<file path="src/rtl/intc_vec.sv">
// Vectored interrupt controller: level/edge sources, sticky edge latches,
// W1C and force, and a claim register that acknowledges the winning source.
module intc_vec #(
  parameter int N_IRQ       = 2,
  parameter int SYNC_STAGES = 0
) (
  input  logic              clk,
  input  logic              rst,
  input  logic [N_IRQ-1:0]  irq_in,
  input  logic [2:0]        avl_address,
  input  logic              avl_read,
  input  logic              avl_write,
  input  logic [31:0]       avl_writedata,
  output logic              avl_irq,
  output logic [31:0]       avl_readdata
);

  logic [N_IRQ-1:0] w_s;
  logic [N_IRQ-1:0] r_p;
  logic [N_IRQ-1:0] r_en;
  logic [N_IRQ-1:0] r_mode;
  logic [N_IRQ-1:0] r_lat;
  logic [N_IRQ-1:0] w_pnd;
  logic [N_IRQ-1:0] w_status;
  logic [N_IRQ-1:0] w_wd;
  logic [N_IRQ-1:0] w_set;
  logic [N_IRQ-1:0] w_clr;
  logic [N_IRQ-1:0] w_clm;
  logic [N_IRQ-1:0] w_mode_nx;
  logic [N_IRQ-1:0] w_en_nx;
  logic             w_valid;
  logic [4:0]       w_id;
  logic             w_we_en;
  logic             w_we_pnd;
  logic             w_we_mode;
  logic             w_we_frc;
  logic             w_claim;
  logic             w_unused;

  generate
    if (SYNC_STAGES == 0) begin : g_nosync
      assign w_s = irq_in;
    end else begin : g_sync
      logic [N_IRQ-1:0] r_sync [SYNC_STAGES];
      always_ff @(posedge clk or posedge rst) begin
        if (rst) begin
          for (int k = 0; k < SYNC_STAGES; k++)
            r_sync[k] <= '0;
        end else begin
          r_sync[0] <= irq_in;
          for (int k = 1; k < SYNC_STAGES; k++)
            r_sync[k] <= r_sync[k-1];
        end
      end
      assign w_s = r_sync[SYNC_STAGES-1];
    end
  endgenerate

  assign w_wd      = avl_writedata[N_IRQ-1:0];
  assign w_unused  = ^avl_writedata;
  assign w_we_en   = avl_write && (avl_address == 3'd1);
  assign w_we_pnd  = avl_write && (avl_address == 3'd2);
  assign w_we_mode = avl_write && (avl_address == 3'd3);
  assign w_we_frc  = avl_write && (avl_address == 3'd5);
  assign w_claim   = avl_read && (avl_address == 3'd4);

  assign w_pnd    = (r_mode & r_lat) | (~r_mode & w_s);
  assign w_status = w_pnd & r_en;
  assign w_valid  = |w_status;
  assign avl_irq  = w_valid;

  always_comb begin
    w_id = '0;
    for (int i = N_IRQ - 1; i >= 0; i--)
      if (w_status[i]) w_id = 5'(i);
  end

  always_comb begin
    w_clm = '0;
    for (int i = 0; i < N_IRQ; i++)
      w_clm[i] = w_claim && w_valid && (w_id == 5'(i));
  end

  assign w_set     = (w_s & ~r_p) | (w_we_frc ? w_wd : '0);
  assign w_clr     = (w_we_pnd ? w_wd : '0) | w_clm;
  assign w_mode_nx = w_we_mode ? w_wd : r_mode;
  assign w_en_nx   = w_we_en ? w_wd : r_en;

  // Latch only runs while in edge mode both before and after this edge,
  // so a mode switch in either direction leaves it clear.
  always_ff @(posedge clk or posedge rst) begin
    if (rst) begin
      r_p    <= '0;
      r_en   <= '0;
      r_mode <= '0;
      r_lat  <= '0;
    end else begin
      r_p    <= w_s;
      r_en   <= w_en_nx;
      r_mode <= w_mode_nx;
      r_lat  <= (w_set | (r_lat & ~w_clr)) & r_mode & w_mode_nx;
    end
  end

  always_comb begin
    avl_readdata = '0;
    case (avl_address)
      3'd0: avl_readdata[N_IRQ-1:0] = w_status;
      3'd1: avl_readdata[N_IRQ-1:0] = r_en;
      3'd2: avl_readdata[N_IRQ-1:0] = w_pnd;
      3'd3: avl_readdata[N_IRQ-1:0] = r_mode;
      3'd4: avl_readdata = {w_valid, 26'b0, w_valid ? w_id : 5'd0};
      default: avl_readdata = '0;
    endcase
  end

endmodule

</file>
<file path="config.mk">
export PLATFORM = sky130hd
export DESIGN_NAME = intc_vec
export DESIGN_NICKNAME = d
export VERILOG_FILES = /design/src/rtl/intc_vec.sv
export SDC_FILE = /design/constraint.sdc
export NUM_CORES = 1
export LEC_CHECK = 0
export ABC_AREA = 0
export CORE_MARGIN = 5
export CORE_UTILIZATION = 26
export CTS_CLUSTER_DIAMETER = 150
export DETAILED_ROUTE_END_ITERATION = 6
export PLACE_DENSITY = 0.73
export SETUP_SLACK_MARGIN = 0.1
export SKIP_LAST_GASP = 1
export SYNTH_ARGS = -nofsm -noshare
export SYNTH_HDL_FRONTEND = slang
export SYNTH_SLANG_ARGS = --single-unit
export TNS_END_PERCENT = 5
</file>
<file path="constraint.sdc">
create_clock -name clk -period 1.3 [get_ports clk]
set_input_delay 0.26 -clock clk [delete_from_list [all_inputs] [get_ports clk]]
set_output_delay 0.26 -clock clk [all_outputs]
set_load 0.05 [all_outputs]
</file>
==> impl_metrics.yaml <==
critical_path:
  cp_num_buf_inv: 1
  slowest_delay_ps: 400
  path_cells: "mux2_4, and2_4, o31ai_4, buf_12"
  cp_top_family: "flip-flops"
  crit_required_ps: 1040
  end_kind: "primary output"
  crit_path_max_fanout: 4
  critPathKind: "reg2out"
  cp-start-kind: "flip-flop"
  critPathSlowestCell: "dfrtp_1"
  cp.arrival_ps: 1510
cts:
  cts_tree: "yes"
  h-tree-depth: 1
  cts_root_buf: "clkbuf_4"
  cts.clk_slew.worst_paths_ps: 50
  insertion_delay_ps: 250
  clockBufferDepth: 2
  clkSinkCount: 8
  numCtsBuffers: 3
drt:
  routed_via_density: 4.11
  dr_wl_met2_um: 823
  wl_per_cell_um: 11.0
  wl_mm: 1.55
  vias: 579
  drc: 0
  top_layer: "met4"
  firstDrtPassIters: 3
  met1_length_um: 559
  drtIter0Drc: 2
  ant_nets: 0
  wl_met3_um: 166
place:
  hpwl_mm: 1.37
  port_buffers: 14
  placed_area_um2: 927
  place_inst: 136
  routabilityCongestion: 0.853
sta:
  fin_crit_sh: 1.36
  setup_ws_ps: -469
  rsz0062_at_grt: "yes"
  skew_ps: 2.10
  hold_viol: 0
  slew_viol_final: 0
  clock.fmax_mhz: 565
  tns_ps: -2130
  min_period_ps: 1770
  holdWs_ps: 258
  setup_viol: 8
synthesis:
  synth_most_common_cell: "buf_4"
  synth_seq_cells: 8
  seq_area_frac_synth: 0.276
  ys.warnings.count: 0
  synth_top_area_share: 0.300
  synthTopCellsByCount: "29 x buf_4, 8 x dfrtp_1, 8 x nand2_1"
  synth_largest_area_cell: "buf_4"
  synth_ff_type: "dfrtp_1"
  async_flop_share: 1.00
  postSynthCellCount: 82
  yosysUniqueCellTypes: 28
  yosys-top-cells-area: "buf_4 30%, dfrtp_1 28%, mux2_1 6.2%"
  synth_area_um2: 726
  synth-edff-count: 0
  synth_area_per_cell_um2: 8.85
flow_run:
  maxCapViolations: 0
pwr:
  power_density_nw_per_um2: 1100
  seq_power_share: 0.296
  p_sw_frac: 0.457
  p_leak_nw: 0.480
  pwr-share-comb: 0.534
  switchingPower_mw: 0.497
  internal-power_mw: 0.590
  power_frac_clock: 0.171
  total_power_mw: 1.09
  ir_drop_uv: 489
floorplanning:
  start_util: 0.268
  design.die.area_um2: 3950
  ioPinCount: 74
  die_w_um: 62.8
  coreArea_um2: 2710
  die_h_um: 62.8
  rows: 19
cells_and_area:
  final_nets: 153
  stdcell_area_um2: 985
  antenna_cells: 0
  drive_above_1_share: 0.282
  multi_input_area_um2: 452
  regArea_um2: 200
  layout.cells.non_filler: 141
  nFillCells: 282
  syn_to_final_growth_pct: 35.7
hold_path:
  hp-class: "in2async"
grt:
  grt_max_degree: 9
  grt_pass1_wl_mm: 2.49
  grt_usage: 0.0783
  antenna_found_initial: 0
  gr-total-overflow: 0
  first_global_vias: 592
run_status:
  violations: "setup timing"
  status: "finished, violations left"
==> power by group through the flow <==
stage	combinational (mW)	clock [mW]	sequential, mW
floorplan	0.465	0	0.320
global placement	0.558	0	0.320
detailed placement	0.565	0	0.325
CTS	0.578	0.201	0.320
global route	0.614	0.209	0.326
finish	0.580	0.186	0.321
==> placed cells by master (no fill, tap or decap), drive strengths merged <==
cell type	synthesis	layout
conb	1	29
buf	29	16
dfrtp	8	8
nand2	8	8
clkdlybuf4s50	0	6
nor2	5	5
mux2	5	5
clkbuf	0	3
dlymetal6s2s	0	3
nor2b	2	2
inv	2	2
o21ai	2	2
nand4	2	2
and2	2	2
a21oi	2	2
and3b	1	1
or3b	1	1
o221ai	1	1
o31ai	1	1
nor4	1	1
nand4b	1	1
nor3b	1	1
nor4bb	1	1
a21boi	1	1
a211oi	1	1
o22ai	1	1
o311ai	1	1
nand2b	1	1
a31oi	1	1
dlygate4sd2	0	1
==> worst paths after layout <==
check,startpoint,to,slack [ps],depth (start not counted)
worst max-delay path,r_mode[0],avl_readdata[0],-470,4
worst min-delay path,rst,r_mode[1],260,2
worst max register to register,r_mode[0],r_lat[1],-210,5
worst min register to register,r_en[1],r_en[1],550,1
max in group asynchronous,rst,r_lat[0],810,2
min in group clk,irq_in[0],r_p[0],290,1
==> cells by family after synthesis <==
family	after synthesis	share of synthesized area
DFF	8	0.276
and+or+nand+nor	26	0.209
buffers and inverters	31	0.310
AOI/OAI and AO/OA	11	0.117
muxes	5	0.0827
other	1	0.00517
==> per-stage QoR <==
step,utilization,setup slack [ps]
floorplan,-,-298
global placement,0.342,-630
detailed placement,0.342,-638
CTS,0.356,-554
global route,0.363,-530
finish,0.363,-469
==> registers in the layout, indices dropped and copies added (netlist names) <==
register  count
r_en          2
r_lat         2
r_mode        2
r_p           2
==> timing repair <==
item / in CTS / in global routing
setup endpoints to repair: 10 / 10
hold buffers: 0 / 0
hold endpoints to repair: 0 / 0
resized for setup: 3 / 5
pin swaps: 1 / 3
setup buffers: 1 / 1
==> metal layers <==
| metal | GRT usage | vias up |
|---|---|---|
| li1 | - | 283 |
| met1 | 0.0784 | 267 |
| met2 | 0.140 | 27 |
| met3 | 0.0450 | 2 |
| met4 | 0.0159 | 0 |
| met5 | 0 | - |
==> cell type report <==
cell class | instances | share of cell area
Multi-Input combinational cell | 71 | 0.459
Timing Repair Buffer | 26 | 0.268
Clock buffer | 3 | 0.0229
Sequential cell | 8 | 0.203
Tap cell | 31 | 0.0394
Inverter | 2 | 0.00762
Power figures use the tool's default switching activity.
